<file path="config.mk">
export PLATFORM = sky130hd
export DESIGN_NAME = response_tx_framer
export DESIGN_NICKNAME = d
export VERILOG_FILES = /design/src/rtl/battleship_pkg.sv /design/src/rtl/sync_fifo.sv /design/src/rtl/response_tx_framer.sv
export SDC_FILE = /design/constraint.sdc
export NUM_CORES = 1
export LEC_CHECK = 0
export BUFFER_PORTS_ARGS = -buffer_cell sky130_fd_sc_hd__clkbuf_2
export CAP_MARGIN = 30
export CORE_ASPECT_RATIO = 2
export CORE_MARGIN = 4
export CORE_UTILIZATION = 35
export DETAILED_ROUTE_END_ITERATION = 6
export HOLD_SLACK_MARGIN = 0.05
export SYNTH_ARGS = -nofsm -noshare
export SYNTH_HDL_FRONTEND = slang
export SYNTH_SLANG_ARGS = --single-unit
</file>
<file path="constraint.sdc">
create_clock -name clk -period 2 [get_ports clk]
set_clock_uncertainty 0.2 [all_clocks]
set_input_delay 0.2 -clock clk [delete_from_list [all_inputs] [get_ports clk]]
set_output_delay 0.2 -clock clk [all_outputs]
set_load 0.02 [all_outputs]
</file>
<file path="src/rtl/battleship_pkg.sv">
// Shared types and constants for the battleship UART response path.
// Holds the framer state encoding, event record and ASCII codes.
package battleship_pkg;

    typedef enum logic [1:0] {
        FR_IDLE  = 2'd0,
        FR_SEND  = 2'd1,
        FR_GUARD = 2'd2,
        FR_WAIT  = 2'd3
    } framer_state_e;

    localparam logic [7:0] CODE_HIT       = 8'h48;
    localparam logic [7:0] CODE_MISS      = 8'h4D;
    localparam logic [7:0] CODE_REPEAT    = 8'h52;
    localparam logic [7:0] CODE_SUNK      = 8'h53;
    localparam logic [7:0] ASCII_ZERO     = 8'h30;
    localparam logic [7:0] TERM_BYTE_DFLT = 8'h0A;

    localparam int EVT_W = 14;

    typedef struct packed {
        logic [7:0] code;
        logic [2:0] x;
        logic [2:0] y;
    } evt_t;

    // Coordinates are 0-7, so adding to '0' never carries.
    function automatic logic [7:0] msg_byte(
        input evt_t       e,
        input logic [1:0] idx,
        input logic [7:0] term
    );
        logic [7:0] b;
        b = term;
        case (idx)
            2'd0:    b = e.code;
            2'd1:    b = ASCII_ZERO + {5'b0, e.x};
            2'd2:    b = ASCII_ZERO + {5'b0, e.y};
            default: b = term;
        endcase
        return b;
    endfunction

endpackage

</file>
<file path="src/rtl/sync_fifo.sv">
// Show-ahead synchronous FIFO with wrap-bit pointers.
// Push is ignored when full, pop is ignored when empty.
module sync_fifo #(
    parameter int WIDTH = 14,
    parameter int DEPTH = 4
) (
    input  logic             clk,
    input  logic             rst,
    input  logic             i_push,
    input  logic [WIDTH-1:0] i_data,
    input  logic             i_pop,
    output logic [WIDTH-1:0] o_data,
    output logic             o_full,
    output logic             o_empty
);

    localparam int AW = $clog2(DEPTH);
    localparam logic [AW:0] PTR_ONE = 1;

    logic [WIDTH-1:0] r_mem [DEPTH];
    logic [AW:0]      r_wr_ptr;
    logic [AW:0]      r_rd_ptr;
    logic             w_do_push;
    logic             w_do_pop;

    assign o_empty = (r_wr_ptr == r_rd_ptr);
    assign o_full  = (r_wr_ptr[AW] != r_rd_ptr[AW]) &&
                     (r_wr_ptr[AW-1:0] == r_rd_ptr[AW-1:0]);

    assign w_do_push = i_push && !o_full;
    assign w_do_pop  = i_pop && !o_empty;

    assign o_data = r_mem[r_rd_ptr[AW-1:0]];

    always_ff @(posedge clk) begin
        if (w_do_push) begin
            r_mem[r_wr_ptr[AW-1:0]] <= i_data;
        end
    end

    always_ff @(posedge clk) begin
        if (rst) begin
            r_wr_ptr <= '0;
            r_rd_ptr <= '0;
        end else begin
            if (w_do_push) begin
                r_wr_ptr <= r_wr_ptr + PTR_ONE;
            end
            if (w_do_pop) begin
                r_rd_ptr <= r_rd_ptr + PTR_ONE;
            end
        end
    end

endmodule

</file>
<file path="src/rtl/response_tx_framer.sv">
// Queues game result events and frames each as a 4-byte ASCII
// message over the UART start/busy handshake.
module response_tx_framer
    import battleship_pkg::*;
#(
    parameter int         DEPTH     = 4,
    parameter logic [7:0] TERM_BYTE = TERM_BYTE_DFLT
) (
    input  logic       clk,
    input  logic       rst,
    input  logic       evt_valid,
    input  logic [7:0] evt_code,
    input  logic [2:0] evt_x,
    input  logic [2:0] evt_y,
    output logic       evt_ready,
    output logic       overflow,
    output logic [7:0] tx_data_out,
    output logic       tx_start_out,
    input  logic       tx_busy_in,
    output logic       idle
);

    framer_state_e r_state;
    framer_state_e w_state_nxt;
    evt_t          r_msg;
    logic [1:0]    r_idx;
    logic          r_overflow;

    evt_t          w_in_evt;
    logic [EVT_W-1:0] w_head;
    logic          w_full;
    logic          w_empty;
    logic          w_push;
    logic          w_pop;
    logic          w_last;
    logic          w_advance;

    assign w_in_evt = '{code: evt_code, x: evt_x, y: evt_y};

    // Ready tracks only the full flag; a same-cycle pop does not help.
    assign w_push = evt_valid && !w_full;
    assign w_pop  = (r_state == FR_IDLE) && !w_empty;

    assign w_last    = (r_idx == 2'd3);
    assign w_advance = (r_state == FR_WAIT) && !tx_busy_in && !w_last;

    sync_fifo #(
        .WIDTH (EVT_W),
        .DEPTH (DEPTH)
    ) u_fifo (
        .clk     (clk),
        .rst     (rst),
        .i_push  (w_push),
        .i_data  (w_in_evt),
        .i_pop   (w_pop),
        .o_data  (w_head),
        .o_full  (w_full),
        .o_empty (w_empty)
    );

    always_ff @(posedge clk) begin
        if (rst) begin
            r_state <= FR_IDLE;
        end else begin
            r_state <= w_state_nxt;
        end
    end

    always_comb begin
        w_state_nxt = r_state;
        case (r_state)
            FR_IDLE: begin
                if (!w_empty) begin
                    w_state_nxt = FR_SEND;
                end
            end
            FR_SEND:  w_state_nxt = FR_GUARD;
            FR_GUARD: w_state_nxt = FR_WAIT;
            FR_WAIT: begin
                if (!tx_busy_in) begin
                    w_state_nxt = w_last ? FR_IDLE : FR_SEND;
                end
            end
            default:  w_state_nxt = FR_IDLE;
        endcase
    end

    always_comb begin
        tx_start_out = 1'b0;
        tx_data_out  = 8'h00;
        if (r_state == FR_SEND) begin
            tx_start_out = 1'b1;
            tx_data_out  = msg_byte(r_msg, r_idx, TERM_BYTE);
        end
    end

    always_ff @(posedge clk) begin
        if (rst) begin
            r_msg <= '0;
            r_idx <= 2'd0;
        end else if (w_pop) begin
            r_msg <= evt_t'(w_head);
            r_idx <= 2'd0;
        end else if (w_advance) begin
            r_idx <= r_idx + 2'd1;
        end
    end

    always_ff @(posedge clk) begin
        if (rst) begin
            r_overflow <= 1'b0;
        end else if (evt_valid && w_full) begin
            r_overflow <= 1'b1;
        end
    end

    assign evt_ready = !w_full;
    assign overflow  = r_overflow;
    assign idle      = (r_state == FR_IDLE) && w_empty;

endmodule

</file>
---- Word level (Yosys, flattened, before mapping) ----
Memory sizes are Yosys's and may differ from the RTL's. A register that Yosys moved wholly into a read port is not among the register bits.
Index checks and enable logic that the tools add are counted.
word-level totals
  flip-flop bits (word level) ............. 11
  bits in latches ......................... 0
  memory bits (writable) .................. 56
  ROM bits ................................ 0
  input bits .............................. 18
  output and inout port bits .............. 12
  word-level logic and storage cells ...... 48
  memories ................................ 1
cells by class
  add/subtract/negate cells ............... 5
  multiply operators ...................... 0
  divide/modulo/power cells ............... 0
  $lt $le $gt $ge ......................... 0
  equal/unequal tests ..................... 11
  shift-type cells ........................ 0
  mux-type cells .......................... 9
  bitwise logic cells ..................... 0
  reductions and logical operators ........ 17
memories
  name          depth  width  rd ports  clocked after Yosys merged registers in  wr ports  line             text
  u_fifo.r_mem  4      14     1         1                                        1         sync_fifo.sv:20  logic [WIDTH-1:0] r_mem [DEPTH];
operator list
  cell                 count
  $pmux 8 s3           1
  $add 6x3->7 const A  2
  $logic_and 1x1->1    9
  $eq 2x2->1 const B   4
  $mux 8               1
  $pmux 2 s4           1
  $add 3x1->3 const B  2
  $eq 2x1->1 const B   2
  $logic_not 1->1      4
  $logic_not 2->1      2
  $mux 1               4
  $mux 2               2
  $ne 2x2->1 const B   2
  $eq 3x3->1           1
  $add 2x1->2 const B  1
  $eq 2x2->1           1
  $reduce_and 2->1     1
  $reduce_or 2->1      1
  $ne 1x1->1           1

---- Longest topological paths before layout ----
Gate-level depths: netlist of run 1.
  depth after elaboration ................. 7
  gate-level depth with buffers ........... 6
  depth with buffers taken out ............ 5

---- Cells and area by module ----
From an unflattened synthesis of run 1, not the netlist that was laid out.
unflattened totals
  cell total of the unflattened synthesis .. 256
  area total of the unflattened synthesis .. 3628.5 um^2
modules (own cells, without submodules)
  module              times used  cells each  area each (um^2)  seq. area each (um^2)
  sync_fifo           1           141         2595.0            1841.8
  response_tx_framer  1           115         1033.5            380.4

---- Worst setup path before layout of run 1 ----
No wires, ideal clock.
  path kind ............................... flip-flop to flip-flop
  from .................................... reg u_fifo.r_rd_ptr[0]
  to ...................................... mem u_fifo.r_mem[3][0], enable pin
  library setup time ...................... 327 ps
  arrival ................................. 1278 ps
  data required time ...................... 1473 ps
  path slack .............................. 194 ps
  stages on the path, launching flop included .. 5
  path buffers ............................ 1
  clock period less this slack ............ 1806 ps
  cells stage by stage .................... dfxtp_1 -> buf_6 -> xor2_2 -> o31a_2 -> and2_2
between the ends
  longest elaborated chain between the ends .. 7
ends and longest elaborated chain
  what                              line                                       text
  start: declaration                sync_fifo.sv:22                            logic [AW:0] r_rd_ptr;
  start signal: assignment          sync_fifo.sv:50                            r_rd_ptr <= r_rd_ptr + PTR_ONE;
  $eq 2x2->1 (*)                    sync_fifo.sv:28                            (r_wr_ptr[AW-1:0] == r_rd_ptr[AW-1:0]);
  $logic_and 1x1->1 (*)             sync_fifo.sv:27                            assign o_full = (r_wr_ptr[AW] != r_rd_ptr[AW]) &&
  $logic_not 1->1 (*)               sync_fifo.sv:30, response_tx_framer.sv:41
  $logic_and 1x1->1                 response_tx_framer.sv:41                   assign w_push = evt_valid && !w_full;
  $logic_and 1x1->1 (*)             sync_fifo.sv:30                            assign w_do_push = i_push && !o_full;
  $mux 1 (*)                        sync_fifo.sv:36                            if (w_do_push) begin
  $mux 1 (not written as such) (*)  sync_fifo.sv:37                            r_mem[r_wr_ptr[AW-1:0]] <= i_data;
  end: declaration                  sync_fifo.sv:20
Every way passes the cells marked *; elsewhere a longest branch is shown, timed or not.

---- Worst setup path in the final report of run 1 ----
  from .................................... reg r_idx[1]
  to ...................................... out tx_data_out[1]
between the ends
  longest elaborated chain between the ends .. 3
  elaborated cells between the ends (all ways) .. 5
  classes of those cells .................. 2 x eq/ne; 2 x mux; 1 x reduce/logical
ends and longest elaborated chain
  what                                      line                       text
  start: declaration                        response_tx_framer.sv:26   logic [1:0] r_idx;
  start signal: assignment                  response_tx_framer.sv:105  r_idx <= r_idx + 2'd1;
  $eq 2x2->1, or another cell as far along  battleship_pkg.sv:35       case (idx)
  $pmux 8 s3 (*)                            battleship_pkg.sv:35
  $mux 8 (*)                                response_tx_framer.sv:91   if (r_state == FR_SEND) begin
  end: declaration                          response_tx_framer.sv:17   output logic [7:0] tx_data_out,
Marks and branches as above.

==> impl_metrics.json, run 1 <==
{
  "synth.distinct_cells": 43,
  "r2r_start": "u_fifo.r_rd_ptr[1]",
  "clk_pin_slew_ps": 60,
  "place.gp.congestion": 0.741,
  "crit_type": "reg -> out",
  "whs_ps": 59.1,
  "r2r_cells": 4,
  "synth_area_sq_mm": 0.00362,
  "fp.dieH_um": 152,
  "htreeDepth": 3,
  "start_kind": "register",
  "reg2reg_slack_ps": 90,
  "timing.final.crit_share_pct": 96.4,
  "ys_warn_count": 0,
  "stdcell_count": 438,
  "p_switching_uw": 1540,
  "critPathRequiredTime_ps": 1600,
  "synth_seq_area_share_pct": 60.2,
  "synth_seq_cells": 81,
  "synthToLayoutAreaGrowth_pct": 26.6,
  "synth_cells": 239,
  "drc": 0,
  "fillers": 967,
  "clkPwrFrac_pct": 31.2,
  "status": "completed",
  "power_frac_comb_pct": 27.9,
  "core-area_sq_mm": 0.0101,
  "overflow": 0,
  "portBuffers": 29,
  "r2r_end": "u_fifo.r_mem[3][5]",
  "grt_pass1_wl_mm": 10.7,
  "fin_util_pct": 45.2,
  "postRouteWirelength_mm": 6.32,
  "synth_ff_type": "edfxtp_1",
  "ant_nets": 0,
  "hold_path_class": "in -> reg",
  "final_cell_mix": "edfxtp_1, nand2b_1, clkbuf_2, dfxtp_1, mux2i_1",
  "hp-start": "tx_busy_in",
  "synth_nets": 270,
  "fin_area_sq_mm": 0.00459,
  "setup_ws_ps": 71.8,
  "maxCapViolations": 0,
  "dpl_cell_area_sq_mm": 0.00401,
  "cts_sinks": 81,
  "avgRoutedWirePerCell_um": 14.4,
  "antenna_cells": 0,
  "hold_viol": 0,
  "numCtsBuffers": 9,
  "maxSlewHeadroom_pct": 72.6,
  "pin_count": 30,
  "tritoncts": "built",
  "max_freq_mhz": 519,
  "grt_pass1_vias": 2141,
  "power_density_mw_per_mm2": 1180,
  "final-setup-viol-count": 0,
  "sequentialPowerShare_pct": 41.0,
  "ir_drop_v": 0.000606,
  "p_leak_uw": 0.00170,
  "final_common_cell": "edfxtp_1",
  "routed_via_density": 4.68,
  "period_minus_slack_ps": 1930,
  "clk_path_buf_depth": 2,
  "die_x_um": 80.0,
  "drt_pass1_iterations": 4,
  "cp-end-kind": "primary output",
  "design.die.area_sq_mm": 0.0121,
  "core.rowCount": 52,
  "placed_cells": 404,
  "vias": 2049,
  "drive_gt1_share_pct": 31.7,
  "place_hpwl_mm": 4.57,
  "start_util_pct": 35.7,
  "nets": 329,
  "postSynth.asyncResetShare_pct": 0,
  "cts-root-buf": "clkbuf_16",
  "rsz0062_at_grt": "true",
  "min_to": "r_state[1]",
  "drtIter0Drc": 99,
  "slew_violations": 0,
  "min_path_cells": 4,
  "swShare_pct": 28.5,
  "pre_cts_slack_ps": 151,
  "p_int_uw": 3860,
  "synth-edff-count": 56,
  "worst_slew_pin_slew_ps": 407,
  "crit_fanout": 5,
  "clk_latency_ps": 330,
  "antenna_found_initial": 0,
  "grt_max_degree": 27,
  "cp_data_arrival_time_ps": 1530,
  "avgSynthCellArea_sq_um": 15.2,
  "grt_use_total_pct": 11.7
}
-- registers in the layout, summed over array words and instances, names as in the netlist --
register         cells
r_state              2
u_fifo.r_rd_ptr      3
u_fifo.r_wr_ptr      3
overflow             1
r_msg               14
r_idx                2
u_fifo.r_mem        56
-- worst max-delay path, cell delays in order, from the launching register on --
cell and delay, ps:
dfxtp_4 390, inv_4 60, ha_4 150, buf_4 130, a22oi_1 200, a21boi_0 110, clkbuf_2 160
-- per-stage QoR --
step	total power, uW	setup TNS, ps
floorplan	3310	0
global placement	3670	0
detailed placement	3700	0
CTS	5450	-6.66
global route	5700	-109
finish	5400	0
-- cell type report --
type	count	area (sq um)	share of cell area (%)
clock buffers	11	254	5.53
clock inverters	5	61.3	1.34
inverters	9	36.3	0.790
multi-input cells	138	1410	30.7
flip-flops and latches	81	2190	47.7
well taps	135	169	3.68
repair buffers	59	473	10.3
-- power groups by stage --
stage                     registers [uW]  clock network, uW  logic, uW
after floorplan                     2180                  0       1130
after global placement              2240                  0       1430
after detailed placement            2240                  0       1450
after CTS                           2220               1730       1500
after global routing                2250               1790       1660
final                               2210               1680       1500
-- routing by layer --
| layer | vias to the layer above | share of wire [%] | GRT usage (%) | wire length, um |
|---|---|---|---|---|
| met5 | - | 0 | 0 | 0 |
| met4 | 0 | 2.2 | 6.04 | 138 |
| met3 | 10 | 3.6 | 2.61 | 228 |
| met2 | 37 | 57 | 20.6 | 3590 |
| met1 | 1000 | 37 | 12.7 | 2370 |
| li1 | 1002 | - | - | - |
-- Yosys cell counts, types with 4 or more instances --
cell,n,share of area (%)
mux4_2,14,8.7
inv_1,9,0.93
nand2b_1,35,6.0
clkbuf_1,5,0.52
ha_1,13,4.5
and2_2,4,0.83
nor2_1,9,0.93
edfxtp_1,56,46
a21oi_1,4,0.55
mux2i_1,18,5.0
xnor2_1,4,0.97
dfxtp_1,25,14
-- how the worst max path moves through the flow --
stage / from / to / depth (start not counted)
after global routing: r_idx[1] / tx_data_out[2] / 5
after floorplan: u_fifo.r_rd_ptr[0] / u_fifo.r_mem[3][0] / 4
after CTS: r_idx[0] / tx_data_out[0] / 5
after global placement: r_idx[0] / tx_data_out[0] / 5
after detailed placement: r_idx[0] / tx_data_out[0] / 5
final: r_idx[1] / tx_data_out[1] / 6
-- timing repair --
| item | 4_1_cts | 5_1_grt |
|---|---|---|
| endpoints found under the setup margin | 6 | 7 |
| hold buffers | 15 | 0 |
| hold endpoints to repair | 58 | 0 |
| pin swaps | 1 | 5 |
| setup buffers | 0 | 3 |
| gates resized for setup | 7 | 14 |
-- kinds of logic after synthesis --
logic type | Yosys count | synth area share (%)
XOR/XNOR | 7 | 2.11
flip-flops | 81 | 60.2
adder cells (fa/ha/maj) | 13 | 4.49
AND/OR/NAND/NOR | 62 | 10.3
AO/OA/AOI/OAI | 22 | 5.35
multiplexers | 34 | 14.4
buffers and inverters | 20 | 3.14
No activity file was read; power rests on OpenSTA's default activity.
==> inputs of run 2 (changes only) <==
--- a/config.mk
+++ b/config.mk
@@ -10,6 +10,7 @@
 export CORE_ASPECT_RATIO = 2
 export CORE_MARGIN = 4
 export CORE_UTILIZATION = 35
+export CTS_BUF_LIST = sky130_fd_sc_hd__clkbuf_16
 export DETAILED_ROUTE_END_ITERATION = 6
 export HOLD_SLACK_MARGIN = 0.05
 export SYNTH_ARGS = -nofsm -noshare
==> run 2 against run 1 <==
  * Flip-flop and latch count unchanged
  * Largest cell class unchanged
  * Core utilization stayed put
  * Design area did not move
==> impl_metrics.json, run 2 (synthesized netlist as in run 1, its figures left out) <==
{
  "status": "completed",
  "maxSlewHeadroom_pct": 72.6,
  "clk_latency_ps": 330,
  "maxCapViolations": 0,
  "cp_slowest_cell": "dfxtp_4",
  "cpPeakStageDelay_ps": 370,
  "p_leak_uw": 0.00170,
  "cp-end-kind": "primary output",
  "grt_max_degree": 27,
  "critPathRequiredTime_ps": 1600,
  "slew_violations": 0,
  "hold_viol": 0,
  "cpLargestDelayFamily": "flip-flops",
  "whs_ps": 58.8,
  "final_cell_mix": "edfxtp_1, nand2b_1, clkbuf_2, dfxtp_1, mux2i_1",
  "drtIter0Drc": 103,
  "max_freq_mhz": 521,
  "htreeDepth": 3,
  "core-area_sq_mm": 0.0101,
  "fp.dieH_um": 152,
  "nets": 329,
  "crit_type": "reg -> out",
  "start_kind": "register",
  "r2r_start": "u_fifo.r_rd_ptr[1]",
  "place_hpwl_mm": 4.57,
  "cts_sinks": 81,
  "drt_pass1_iterations": 4,
  "worst_slew_pin_slew_ps": 407,
  "grt_use_total_pct": 11.7,
  "power_density_mw_per_mm2": 1170,
  "final-setup-viol-count": 0,
  "tritoncts": "built",
  "timing.final.crit_share_pct": 96.0,
  "routed_via_density": 4.66,
  "clk_pin_slew_ps": 60,
  "antenna_cells": 0,
  "numCtsBuffers": 9,
  "cp_data_arrival_time_ps": 1520,
  "period_minus_slack_ps": 1920,
  "hp-start": "tx_busy_in",
  "start_util_pct": 35.7,
  "synthToLayoutAreaGrowth_pct": 26.6,
  "postRouteWirelength_mm": 6.32,
  "path_buf_inv": 2,
  "ir_drop_v": 0.000606,
  "core.rowCount": 52,
  "grt_pass1_vias": 2139,
  "vias": 2042,
  "drc": 0,
  "crit_fanout": 9,
  "grt_pass1_wl_mm": 10.8,
  "ant_nets": 0,
  "final_common_cell": "edfxtp_1",
  "place.gp.congestion": 0.741,
  "largest_reg_flops": 56,
  "die_x_um": 80.0,
  "clk_path_buf_depth": 2,
  "fin_tns_setup_ps": 0,
  "cts-root-buf": "clkbuf_16",
  "crit_chain": "inv_2 > ha_4 > a222oi_1 > nor2_1 > buf_2",
  "rsz0062_at_grt": "true",
  "hold_path_class": "in -> reg",
  "design.die.area_sq_mm": 0.0121,
  "drive_gt1_share_pct": 31.7,
  "portBuffers": 29,
  "worstSetupStartpoint": "r_idx[0]",
  "overflow": 0,
  "avgRoutedWirePerCell_um": 14.4,
  "finalPower_uw": 5390,
  "antenna_found_initial": 0,
  "pin_count": 30
}
## run 2: cell count changes in the layout (fill, tap and decap cells not counted)
cell | before | now
clkbuf_1 | 1 | 0
inv_1 | 7 | 8
## run 2: path summary, 6_finish.rpt
check	end	slack, ps	depth (start not counted)
min reg2reg	r_msg[2]	280	2
min	r_state[1]	60	4
max	tx_data_out[0]	80	5
max reg2reg	u_fifo.r_mem[1][5]	90	4
## run 2: layer usage
layer | up-vias | GRT usage [%] | wire [um]
li1 | 1002 | - | -
met1 | 995 | 12.8 | 2370
met2 | 35 | 20.6 | 3590
met3 | 10 | 2.61 | 225
met4 | 0 | 6.04 | 138
met5 | - | 0 | 0
## run 2: report_power, final
| part | internal (uW) | switching [uW] | total (uW) |
|---|---|---|---|
| clock | 1040 | 635 | 1680 |
| sequential | 2050 | 158 | 2210 |
| combinational | 759 | 744 | 1500 |
## run 2: timing repair
action | CTS | global route
hold buffers | 15 | 0
resized for setup | 7 | 14
pin swaps | 1 | 5
endpoints found under the hold margin | 58 | 0
buffers inserted | 0 | 3
endpoints found under the setup margin | 6 | 7
## run 2: cell type report
cell class                 count  area, sq um
multi-input combinational    138         1410
inverter                       9         36.3
sequential                    81         2190
timing repair buffer          59          473
tap                          135          169
fill                         967         5560
clock inverter                 6         65.1
clock buffer                  10          250
## run 2: through the flow
stage | std cells | setup slack (ps) | area (sq um) | utilization, %
after global placement | 404 | 178 | 4010 | 39.5
after CTS | 435 | -6.66 | 4510 | 44.4
final | 438 | 80.8 | 4590 | 45.2
after floorplan | 239 | 194 | 3620 | -
after detailed placement | 404 | 151 | 4010 | 39.5
after global routing | 438 | -82.8 | 4590 | 45.2
## run 2: worst min-delay path, cell delays in order
cell,delay [ps]
clkbuf_2,100
nand2_1,80
o41ai_2,80
mux2i_1,70
